==> src/rtl/fir_inverse_if.sv <==
// Sample stream bundle for fir_inverse: y in with in_valid/in_ready, x out with out_valid/out_ready.
// Latency: none, wires only.
// Backpressure: in_ready and out_ready carry the stall in each direction.
// Ports: in_valid, in_ready, y (W), out_valid, out_ready, xout (W).
// The master modport is the side that drives y and accepts xout; the slave modport is the block.
interface fir_inverse_if #(
  parameter int W = 32
);
  logic         in_valid;
  logic         in_ready;
  logic [W-1:0] y;
  logic         out_valid;
  logic         out_ready;
  logic [W-1:0] xout;

  modport master (
    output in_valid, y, out_ready,
    input  in_ready, out_valid, xout
  );

  modport slave (
    input  in_valid, y, out_ready,
    output in_ready, out_valid, xout
  );
endinterface

==> src/rtl/fir_inverse.sv <==
// Inverse of the 5-tap FIR (h = 5,4,3,2,1, mod 2^W): recovers x[n] from y[n] with a shift-add multiply by 1/5.
// Latency: out_valid rises N+1 cycles after the accepting edge (N = W/STEP); one sample in flight.
// Backpressure: in_ready only in IDLE with clr low; xout is held in OUT until out_ready.
// Ports: clk, rst (sync, active-high), clr (history clear, IDLE only),
//        io (fir_inverse_if.slave: in_valid/in_ready/y, out_valid/out_ready/xout), busy (state != IDLE).
module fir_inverse #(
  parameter int           W      = 32,
  parameter int           STEP   = 1,
  parameter logic [W-1:0] INV_H0 = 32'hCCCCCCCD
) (
  input  logic           clk,
  input  logic           rst,
  input  logic           clr,
  fir_inverse_if.slave   io,
  output logic           busy
);

  localparam int N  = W / STEP;
  localparam int CW = (N > 1) ? $clog2(N) : 1;
  localparam logic [CW-1:0] LAST = CW'(N - 1);

  typedef enum logic [1:0] {
    S_IDLE,
    S_SUB,
    S_MUL,
    S_OUT
  } state_t;

  state_t        state;
  state_t        state_nxt;

  logic [W-1:0]  ycap;
  logic [W-1:0]  x1, x2, x3, x4;
  logic [W-1:0]  rsh;     // residual, pre-shifted to the weight of the next multiplier bit
  logic [W-1:0]  mreg;    // remaining multiplier bits, lsb = next bit to retire
  logic [W-1:0]  acc;
  logic [CW-1:0] cnt;
  logic [W-1:0]  xout_q;

  logic [W-1:0]  r_sub;
  logic [W-1:0]  acc_nxt;
  logic          in_rdy;
  logic          out_vld;
  logic          last_mul;

  // Residual after removing the contribution of the four previous outputs.
  always_comb begin
    r_sub = ycap - (x1 << 2) - ((x2 << 1) + x2) - (x3 << 1) - x4;
  end

  // STEP partial products per cycle; everything wraps at W bits.
  always_comb begin
    acc_nxt = acc;
    for (int j = 0; j < STEP; j++) begin
      if (mreg[j]) begin
        acc_nxt = acc_nxt + (rsh << j);
      end
    end
  end

  assign last_mul = (cnt == LAST);

  // Next state and handshake outputs.
  always_comb begin
    state_nxt = state;
    in_rdy    = 1'b0;
    out_vld   = 1'b0;
    case (state)
      S_IDLE: begin
        in_rdy = ~clr;
        if (io.in_valid && !clr) begin
          state_nxt = S_SUB;
        end
      end
      S_SUB: begin
        state_nxt = S_MUL;
      end
      S_MUL: begin
        if (last_mul) begin
          state_nxt = S_OUT;
        end
      end
      S_OUT: begin
        out_vld = 1'b1;
        if (io.out_ready) begin
          state_nxt = S_IDLE;
        end
      end
      default: begin
        state_nxt = S_IDLE;
      end
    endcase
  end

  always_ff @(posedge clk) begin
    if (rst) begin
      state <= S_IDLE;
    end else begin
      state <= state_nxt;
    end
  end

  always_ff @(posedge clk) begin
    if (rst) begin
      ycap   <= '0;
      x1     <= '0;
      x2     <= '0;
      x3     <= '0;
      x4     <= '0;
      rsh    <= '0;
      mreg   <= '0;
      acc    <= '0;
      cnt    <= '0;
      xout_q <= '0;
    end else begin
      case (state)
        S_IDLE: begin
          if (clr) begin
            x1 <= '0;
            x2 <= '0;
            x3 <= '0;
            x4 <= '0;
          end else if (io.in_valid) begin
            ycap <= io.y;
          end
        end
        S_SUB: begin
          rsh  <= r_sub;
          mreg <= INV_H0;
          acc  <= '0;
          cnt  <= '0;
        end
        S_MUL: begin
          acc  <= acc_nxt;
          rsh  <= rsh << STEP;
          mreg <= mreg >> STEP;
          cnt  <= cnt + 1'b1;
          // History moves only here, so an output stall cannot shift it twice.
          if (last_mul) begin
            xout_q <= acc_nxt;
            x1     <= acc_nxt;
            x2     <= x1;
            x3     <= x2;
            x4     <= x3;
          end
        end
        default: begin
        end
      endcase
    end
  end

  assign io.in_ready  = in_rdy;
  assign io.out_valid = out_vld;
  assign io.xout      = xout_q;
  assign busy         = (state != S_IDLE);

endmodule

==> src/flat_wrapper.sv <==
// flat-port wrapper written by rule: the top's interface ports become plain ports
module fir_inverse_flat 
#(
  parameter int           W      = 32,
  parameter int           STEP   = 1,
  parameter logic [W-1:0] INV_H0 = 32'hCCCCCCCD
)
  (clk, rst, clr, busy, io_in_valid, io_y, io_out_ready, io_in_ready, io_out_valid, io_xout);
  fir_inverse_if #(.W(W)) io_i ();
  input  logic clk;
  input  logic rst;
  input  logic clr;
  output logic busy;
  input wire logic [$bits(io_i.in_valid)-1:0] io_in_valid;
  input wire logic [$bits(io_i.y)-1:0] io_y;
  input wire logic [$bits(io_i.out_ready)-1:0] io_out_ready;
  output wire logic [$bits(io_i.in_ready)-1:0] io_in_ready;
  output wire logic [$bits(io_i.out_valid)-1:0] io_out_valid;
  output wire logic [$bits(io_i.xout)-1:0] io_xout;
  assign io_i.in_valid = io_in_valid;
  assign io_i.y = io_y;
  assign io_i.out_ready = io_out_ready;
  assign io_in_ready = io_i.in_ready;
  assign io_out_valid = io_i.out_valid;
  assign io_xout = io_i.xout;
  fir_inverse #(.W(W), .STEP(STEP), .INV_H0(INV_H0)) u_core (.clk(clk), .rst(rst), .clr(clr), .io(io_i), .busy(busy));
endmodule
==> config.mk <==
export PLATFORM = sky130hd
export DESIGN_NAME = fir_inverse_flat
export DESIGN_NICKNAME = d
export VERILOG_FILES = /design/src/rtl/fir_inverse_if.sv /design/src/rtl/fir_inverse.sv /design/src/flat_wrapper.sv
export SDC_FILE = /design/constraint.sdc
export NUM_CORES = 1
export LEC_CHECK = 0
export CELL_PAD_IN_SITES_DETAIL_PLACEMENT = 1
export CELL_PAD_IN_SITES_GLOBAL_PLACEMENT = 2
export CORE_MARGIN = 5
export CORE_UTILIZATION = 30
export DETAILED_ROUTE_END_ITERATION = 16
export PLACE_DENSITY_LB_ADDON = 0.1
export SYNTH_ARGS = -nofsm -noshare
export SYNTH_HDL_FRONTEND = slang
export SYNTH_SLANG_ARGS = --single-unit
==> constraint.sdc <==
create_clock -name clk -period 4.1 [get_ports clk]
set_input_delay 1.23 -clock clk [delete_from_list [all_inputs] [get_ports clk]]
set_output_delay 1.23 -clock clk [all_outputs]
set_load 0.05 [all_outputs]
==> impl_metrics.json, run 1 <==
{
  "layout_common_cells": "dfxtp_1, nor2_1, inv_1",
  "wirelength_um": 55100,
  "design_area_um2": 21400,
  "antenna_found_initial": 0,
  "hp-class": "flop to flop",
  "worst_ep_required_time_ns": 4.56,
  "peakVddDrop_uv": 427,
  "final-setup-viol-count": 9,
  "synth_cells": 1983,
  "total_power_mw": 10.9,
  "max_stage_delay_ns": 0.55,
  "finalSetupTns_ns": -0.959,
  "dr.pass1.iters": 4,
  "reg2reg_to": "u_core.rsh[23]",
  "rsz0062_at_grt": "true",
  "tritoncts": "done",
  "cp_cell_sequence": "inv_2, fa_1, fa_1, inv_1, fa_1, inv_1, ha_4, and3_1, nand4_1, o221a_2, o31ai_4, a32oi_2, a311oi_2, buf_4, xor2_1, nand2_1, a311oi_2",
  "violations": "setup timing",
  "cts-root-buf": "clkbuf_16",
  "worst_slew_margin_rel_pct": 35.9,
  "final_antenna_net_count": 0,
  "dp_hpwl_um": 40200,
  "finalHoldViolCount": 0,
  "gp_congestion": 0.832,
  "grt.overflow.total": 0,
  "whs_ns": 0.454,
  "viasPerCell": 4.96,
  "num_vias": 14500,
  "cp_common_cell": "fa_1",
  "dieWidth_um": 249,
  "cts_buffer_depth": 3,
  "crit_cells": 17,
  "ys_types": 69,
  "route.detailed.drc": 0,
  "worstSetupPathType": "flop to flop",
  "powerDensity_nw_per_um2": 508,
  "syn_area_um2": 17100,
  "gr-usage-all-layers_pct": 17.4,
  "reg2reg_depth": 17,
  "place_area_um2": 19600,
  "final_common_cell": "dfxtp_1",
  "cts_num_sinks": 295,
  "die_area_um2": 61900,
  "areaGrowthSynthToFinish_pct": 25.3,
  "fillers": 6569,
  "finalClockSkew_ns": 0.0177,
  "final.setup.worst_slack_ns": -0.185,
  "syn_avg_cell_area_um2": 8.62,
  "crit_arrival_ns": 4.74,
  "seqCellArea_um2": 5930,
  "cp_slowest_cell": "fa_1",
  "startpoint": "u_core.x2[10]",
  "synth-seq-area-share_pct": 34.5,
  "multi_input_area_um2": 10300,
  "period_share_pct": 105,
  "core_area_um2": 56400,
  "cp_max_fo": 3,
  "diodes": 0,
  "grt_max_degree": 111,
  "post-route-min-period_ns": 4.28,
  "clock_latency_ns": 0.56,
  "fin_nets": 2375,
  "hold_start": "u_core.ycap[22]",
  "portBuffers": 71,
  "ys_warn_count": 0,
  "p_leak_nw": 8.47,
  "maxCapViolCount": 0,
  "die_height_um": 249,
  "drtIter0Drc": 577,
  "critPathLaunchType": "flop",
  "rows": 87,
  "synth-seq-cells": 295,
  "tightestPinTransition_ns": 0.960,
  "ioPinCount": 72,
  "cts_made_buffers": 39,
  "synthFlopType": "dfxtp_1",
  "regToRegStartpoint": "u_core.x2[10]",
  "grt_pass1_wl_um": 87100,
  "final_layout_size_suffix_gt1_share_pct": 15.2,
  "hold_buffers": 0,
  "slew_viol_final": 0,
  "synth_edf_count": 0,
  "async_flop_share_pct": 0,
  "avgRoutedWirePerCell_um": 18.8,
  "initial_core_util_pct": 30.3,
  "fmax_mhz": 233,
  "crit_family": "adder cells",
  "end_kind": "flop",
  "outcome": "finished, violations left",
  "htreeDepth": 2,
  "path_clk_slew_ns": 0.05,
  "crit_buf_inv": 4,
  "synth_nets": 2209,
  "cp-endpoint": "u_core.rsh[23]",
  "rrSetupSlack_ns": -0.18,
  "grt_pass1_vias": 15400
}
==> worst min path at each step <==
stage	end	cells past startpoint
final	u_core.ycap[22]	2
after global routing	u_core.mreg[24]	2
after CTS	u_core.ycap[20]	2
after detailed placement	u_core.x1[31]	2
after global placement	u_core.ycap[22]	2
after floorplan	u_core.x1[30]	2
==> timing repair <==
item                       in CTS  in global routing
resized for setup              43                 71
hold endpoints to repair        0                  0
pin swaps                      38                 54
setup endpoints to repair      20                 24
buffers inserted                6                 12
==> power breakdown <==
part	switching [mW]	internal, mW
Clock	1.33	2.00
Sequential	0.220	3.10
Combinational	2.64	1.60
Total	4.19	6.69
==> synthesized netlist by cell type, types with 8 or more instances <==
library cell	instances	area share, %
a21o_1	28	1.2
a311oi_1	20	1.0
nand2_1	176	3.9
xnor2_1	48	2.5
clkbuf_1	104	2.3
a22oi_1	124	5.4
xor2_1	16	0.82
fa_1	119	14
nor3_1	21	0.61
nand3_1	30	0.88
a22o_1	10	0.51
a221oi_1	11	0.56
a211oi_1	32	1.4
a31oi_1	13	0.48
o21a_1	14	0.61
nor2_1	250	5.5
mux2i_1	29	1.7
dfxtp_1	295	35
o211ai_1	9	0.40
o21bai_1	9	0.40
ha_1	70	5.1
inv_1	250	5.5
o21ai_0	61	1.8
or3_1	8	0.29
and3_1	15	0.55
nor2b_1	11	0.40
a21oi_1	119	3.5
==> routing by layer <==
layer / track usage (%) / vias to the layer above / share of wire [%]
li1: - / 6999 / -
met1: 21.2 / 7300 / 43
met2: 32.1 / 148 / 52
met3: 2.30 / 66 / 2.7
met4: 5.11 / 0 / 2.6
met5: 0 / - / 0
==> kinds of logic after synthesis <==
logic type      count (synthesis)  share of synthesized area (%)
simple gates                  539                           13.2
compound gates                500                           20.0
buf+inv                       364                           8.00
flops                         295                           34.5
fa+ha+maj                     189                           19.1
xor+xnor                       64                           3.28
mux                            32                           1.92
==> state kept, by name, indices dropped and copies added (netlist names), 32 cells and up <==
name            count
u_core.acc         32
u_core.ycap        32
u_core.mreg        32
u_core.x2          32
u_core.x4          32
u_core.rsh         32
u_core.io.xout     32
u_core.x3          32
u_core.x1          32
==> final cells by class <==
class	count	share of cell area (%)
multi-input cells	1324	48.3
repair buffers	237	9.52
flip-flops and latches	295	27.7
clock inverters	9	0.350
clock buffers	55	5.36
well taps	756	4.41
inverters	252	4.41
==> through the flow <==
stage | util (%) | setup WS [ns] | instances
global placement | 34.7 | -0.323 | 2847
floorplan | - | 0.00364 | 1983
CTS | 37.3 | -0.292 | 2916
detailed placement | 34.7 | -0.418 | 2847
finish | 38.0 | -0.185 | 2928
global route | 38.0 | -0.386 | 2928
==> worst reg2reg max path, cell delays in order (launching register included) <==
cell and delay (ns):
dfxtp_1 0.34, inv_2 0.06, fa_1 0.50, fa_1 0.55, inv_1 0.05, fa_1 0.47
inv_1 0.08, ha_4 0.28, and3_1 0.16, nand4_1 0.17, o221a_2 0.34, o31ai_4 0.09
a32oi_2 0.14, a311oi_2 0.29, buf_4 0.17, xor2_1 0.16, nand2_1 0.08, a311oi_2 0.25
(Power assumes the default switching activity.)
==> run 2, diff against run 1 <==
- RECOVER_POWER: not set -> 50
==> impl_metrics.json, run 2 (synthesis results as in run 1) <==
{
  "regToRegStartpoint": "u_core.x2[6]",
  "grt_max_degree": 111,
  "rrSetupSlack_ns": -0.19,
  "final.setup.worst_slack_ns": -0.188,
  "initial_core_util_pct": 30.3,
  "route.detailed.drc": 0,
  "grt.busiest_layer": "met2",
  "fmax_mhz": 233,
  "violations": "capacitance limit, slew limit, setup timing",
  "gp_congestion": 0.832,
  "areaGrowthSynthToFinish_pct": 24.9,
  "final_common_cell": "dfxtp_1",
  "multi_input_area_um2": 10300,
  "worst_ep_required_time_ns": 4.56,
  "outcome": "finished, violations left",
  "post-route-min-period_ns": 4.29,
  "antenna_found_initial": 0,
  "rows": 87,
  "fin_nets": 2375,
  "dr.pass1.iters": 4,
  "reg2reg_to": "u_core.rsh[23]",
  "numPlacedInstances": 2847,
  "grt_pass1_wl_um": 87100,
  "avgRoutedWirePerCell_um": 18.8,
  "finalClockSkew_ns": 0.0158,
  "crit_buf_inv": 4,
  "drtIter0Drc": 581,
  "viasPerCell": 4.95,
  "crit_arrival_ns": 4.75,
  "critPathLaunchType": "flop",
  "fillers": 6578,
  "max_stage_delay_ns": 0.55,
  "worstSetupPathType": "flop to flop",
  "final_layout_size_suffix_gt1_share_pct": 14.8,
  "cts_num_sinks": 295,
  "slew_viol_final": 78,
  "powerDensity_nw_per_um2": 507,
  "layout_common_cells": "dfxtp_1, nor2_1, inv_1",
  "cts_made_buffers": 39,
  "hold_end": "u_core.ycap[22]",
  "portBuffers": 71,
  "p_leak_nw": 8.39,
  "die_height_um": 249,
  "cp_slowest_cell": "fa_1",
  "cts_buffer_depth": 3,
  "use_met3_pct": 2.30,
  "fin_cells": 2929,
  "tightestPinTransition_ns": 2.09,
  "end_kind": "flop",
  "cp_common_cell": "fa_1",
  "hold_start": "u_core.ycap[22]",
  "startpoint": "u_core.x2[6]",
  "final-setup-viol-count": 9,
  "grt_use_met1_pct": 21.2,
  "seqCellArea_um2": 5930,
  "hp-class": "flop to flop",
  "finalHoldViolCount": 0,
  "num_vias": 14500,
  "dieWidth_um": 249,
  "clock_latency_ns": 0.56,
  "finalSetupTns_ns": -0.989,
  "hold_buffers": 0,
  "grt_use_met2_pct": 32.1,
  "htreeDepth": 2,
  "peakVddDrop_uv": 343,
  "dp_hpwl_um": 40200,
  "crit_family": "adder cells",
  "tritoncts": "done",
  "worst_slew_margin_rel_pct": -39.2,
  "hold_depth": 2,
  "cp_max_fo": 2,
  "ioPinCount": 72,
  "core_area_um2": 56400,
  "maxCapViolCount": 2,
  "cp_cell_sequence": "inv_2, fa_1, fa_1, inv_1, fa_1, inv_2, ha_4, a21o_1, a221oi_4, o221a_2, o31ai_4, a32oi_2, a311oi_2, buf_4, xor2_1, nand2_1, a311oi_2",
  "path_clk_slew_ns": 0.05,
  "cts-root-buf": "clkbuf_16",
  "rsz0062_at_grt": "true",
  "grt_pass1_vias": 15400,
  "reg2reg_depth": 17,
  "grt.overflow.total": 0,
  "die_area_um2": 61900,
  "final_antenna_net_count": 0,
  "wirelength_um": 55200,
  "gr-usage-all-layers_pct": 17.4,
  "period_share_pct": 105
}
[run 2: area by class of cell]
class                   instances  area share (%)
well taps                     756            4.43
clock inverters                 9           0.352
flip-flops and latches        295            27.7
inverters                     252            4.43
diodes                          1          0.0117
multi-input cells            1324            48.3
clock buffers                  55            5.38
repair buffers                237            9.35
[run 2: worst max-delay path by stage]
| stage | to | slack [ns] | cells past startpoint |
|---|---|---|---|
| finish | u_core.rsh[23] | -0.19 | 17 |
| global route | u_core.rsh[23] | -0.39 | 17 |
| CTS | u_core.rsh[23] | -0.29 | 18 |
| detailed placement | u_core.rsh[31] | -0.42 | 16 |
| global placement | u_core.rsh[31] | -0.32 | 16 |
| floorplan | u_core.rsh[31] | 0.004 | 16 |
[run 2: where the power goes]
group          total (mW)  internal [mW]  switching, mW
Combinational        4.20           1.55           2.64
Sequential           3.31           3.10          0.219
Clock                3.32           2.00           1.32
Total                10.8           6.64           4.19
[run 2: repair_timing]
| item | 4_1_cts | 5_1_grt |
|---|---|---|
| endpoints found under the hold margin | 0 | 0 |
| endpoints found under the setup margin | 20 | 24 |
| buffers inserted | 6 | 12 |
| pin swaps | 38 | 54 |
| gates resized for setup | 43 | 71 |
[run 2: through the flow]
stage               power [mW]  hold WS (ns)  util [%]  worst slack [ns]  instance area [um^2]
floorplan                 5.85         0.425         -           0.00364                 17100
global placement          7.14         0.446      34.7            -0.323                 19600
detailed placement        7.21         0.451      34.7            -0.418                 19600
CTS                       10.8         0.458      37.3            -0.292                 21000
global route              11.5         0.473      37.9            -0.386                 21400
finish                    10.8         0.454      37.9            -0.188                 21400
[run 2: worst min-delay path: stages (launching register included)]
cell	delay, ns
dfxtp_1	0.31
nand2_1	0.05
a21oi_1	0.05
[run 2: layer usage]
metal	share of wire [%]	up-vias	routed length [um]
met4	2.5	0	1380
met5	0	-	0
met2	52	159	28700
met3	2.8	66	1540
li1	-	7006	-
met1	43	7268	23600
==> run 3, diff against run 2 <==
- CORE_ASPECT_RATIO: not set -> 1.2
- REMOVE_ABC_BUFFERS: not set -> 1
==> impl_metrics.json, run 3 (synthesis results as in run 1) <==
{
  "dp_hpwl_um": 38300,
  "end_kind": "flop",
  "p_leak_nw": 8.53,
  "avgRoutedWirePerCell_um": 18.3,
  "outcome": "finished, violations left",
  "gr-usage-all-layers_pct": 17.1,
  "htreeDepth": 2,
  "grt_pass1_vias": 15600,
  "critPathLaunchType": "flop",
  "worstSetupPathType": "flop to flop",
  "num_vias": 14400,
  "violations": "setup timing",
  "ioPinCount": 72,
  "slew_viol_final": 0,
  "finalClockSkew_ns": 0.0235,
  "diodes": 0,
  "final_layout_size_suffix_gt1_share_pct": 16.4,
  "portBuffers": 71,
  "dr.pass1.iters": 4,
  "gp_congestion": 0.834,
  "total_power_mw": 11.0,
  "powerDensity_nw_per_um2": 510,
  "dieWidth_um": 228,
  "peakVddDrop_uv": 434,
  "route.detailed.drc": 0,
  "clock_latency_ns": 0.56,
  "final-setup-viol-count": 9,
  "place_area_um2": 19600,
  "final_antenna_net_count": 0,
  "cts_num_sinks": 295,
  "areaGrowthSynthToFinish_pct": 25.8,
  "hp-class": "flop to flop",
  "fmax_mhz": 235,
  "rsz0062_at_grt": "true",
  "drtIter0Drc": 499,
  "tritoncts": "done",
  "cp_max_fo": 4,
  "final_common_cell": "dfxtp_1",
  "worst_ep_required_time_ns": 4.52,
  "cp_slowest_cell": "fa_1",
  "cp_cell_sequence": "inv_2, fa_1, fa_1, inv_1, fa_1, inv_1, ha_4, a21o_1, a221oi_4, o221a_2, o31ai_4, a32oi_2, a311oi_4, a311oi_2, xnor2_1, o22ai_1",
  "die_area_um2": 61900,
  "grt_pass1_wl_um": 86000,
  "finalHoldViolCount": 0,
  "cts_buffer_depth": 3,
  "fin_nets": 2377,
  "crit_arrival_ns": 4.68,
  "grt.overflow.total": 0,
  "fin_cells": 2904,
  "utilization_pct": 38.2,
  "numPlacedInstances": 2823,
  "tightestPinTransition_ns": 1.00,
  "maxCapViolCount": 0,
  "worst_slew_margin_rel_pct": 33.0,
  "fillers": 6525,
  "post-route-min-period_ns": 4.26,
  "design_area_um2": 21500,
  "place_ws_ns": -0.566,
  "cts_made_buffers": 37,
  "die_height_um": 271,
  "antenna_found_initial": 0,
  "cts-root-buf": "clkbuf_16",
  "cp_common_cell": "fa_1",
  "initial_core_util_pct": 30.4,
  "final.setup.worst_slack_ns": -0.163,
  "viasPerCell": 4.95,
  "max_stage_delay_ns": 0.55,
  "layout_common_cells": "dfxtp_1, nor2_1, inv_1",
  "path_clk_slew_ns": 0.06,
  "rows": 95,
  "period_share_pct": 104,
  "grt_max_degree": 91,
  "core_area_um2": 56200,
  "wirelength_um": 53200
}
-- run 3: layout make-up --
cell class,count,area [um^2],share of cell area [%]
clock buffer,53,1120,5.20
clock inverter,12,114,0.530
inverter,252,948,4.41
multi-input combinational,1324,10400,48.4
sequential,295,5930,27.6
tap,727,910,4.23
timing repair buffer,241,2080,9.69
-- run 3: worst max-delay path: cells and delay by family (launching register included) --
kind	cells	cell delay (ns)
adders and majority gates	4	1.76
xor gates and xnor gates	1	0.15
buffers and inverters	3	0.16
AOI/OAI and AO/OA	8	1.74
DFF	1	0.33
-- run 3: path summary, 6_finish.rpt --
path / startpoint / end / slack [ns] / cells past startpoint
max: u_core.x2[5] / u_core.rsh[31] / -0.16 / 16
max reg2reg: u_core.x2[5] / u_core.rsh[31] / -0.16 / 16
min reg2reg: u_core.ycap[19] / u_core.ycap[19] / 0.45 / 2
min: u_core.ycap[19] / u_core.ycap[19] / 0.45 / 2
-- run 3: repair_timing --
item	CTS	global route
setup buffers	4	13
gates resized for setup	54	87
endpoints found under the setup margin	22	22
pin swaps	25	63
hold buffers	0	0
-- run 3: power breakdown --
group | internal, mW | switching (mW) | total, mW
sequential | 3.09 | 0.174 | 3.27
combinational | 1.68 | 2.67 | 4.35
clock | 2.02 | 1.33 | 3.35
total | 6.79 | 4.18 | 11.0
-- run 3: per-layer routing --
metal / GRT usage [%] / part of all wire [%] / up-vias / wire length (um)
met1: 20.4 / 42 / 7146 / 22600
li1: - / - / 7033 / -
met3: 2.75 / 2.6 / 68 / 1390
met5: 0 / 0 / - / 0
met2: 31.9 / 52 / 126 / 27700
met4: 4.89 / 2.8 / 0 / 1510
-- run 3: metrics by stage --
step                hold WS (ns)  setup TNS (ns)
finish                     0.454          -0.869
global route               0.478           -3.34
CTS                        0.459           -1.03
detailed placement         0.444           -4.84
global placement           0.443           -3.69
floorplan                  0.425         -277.42
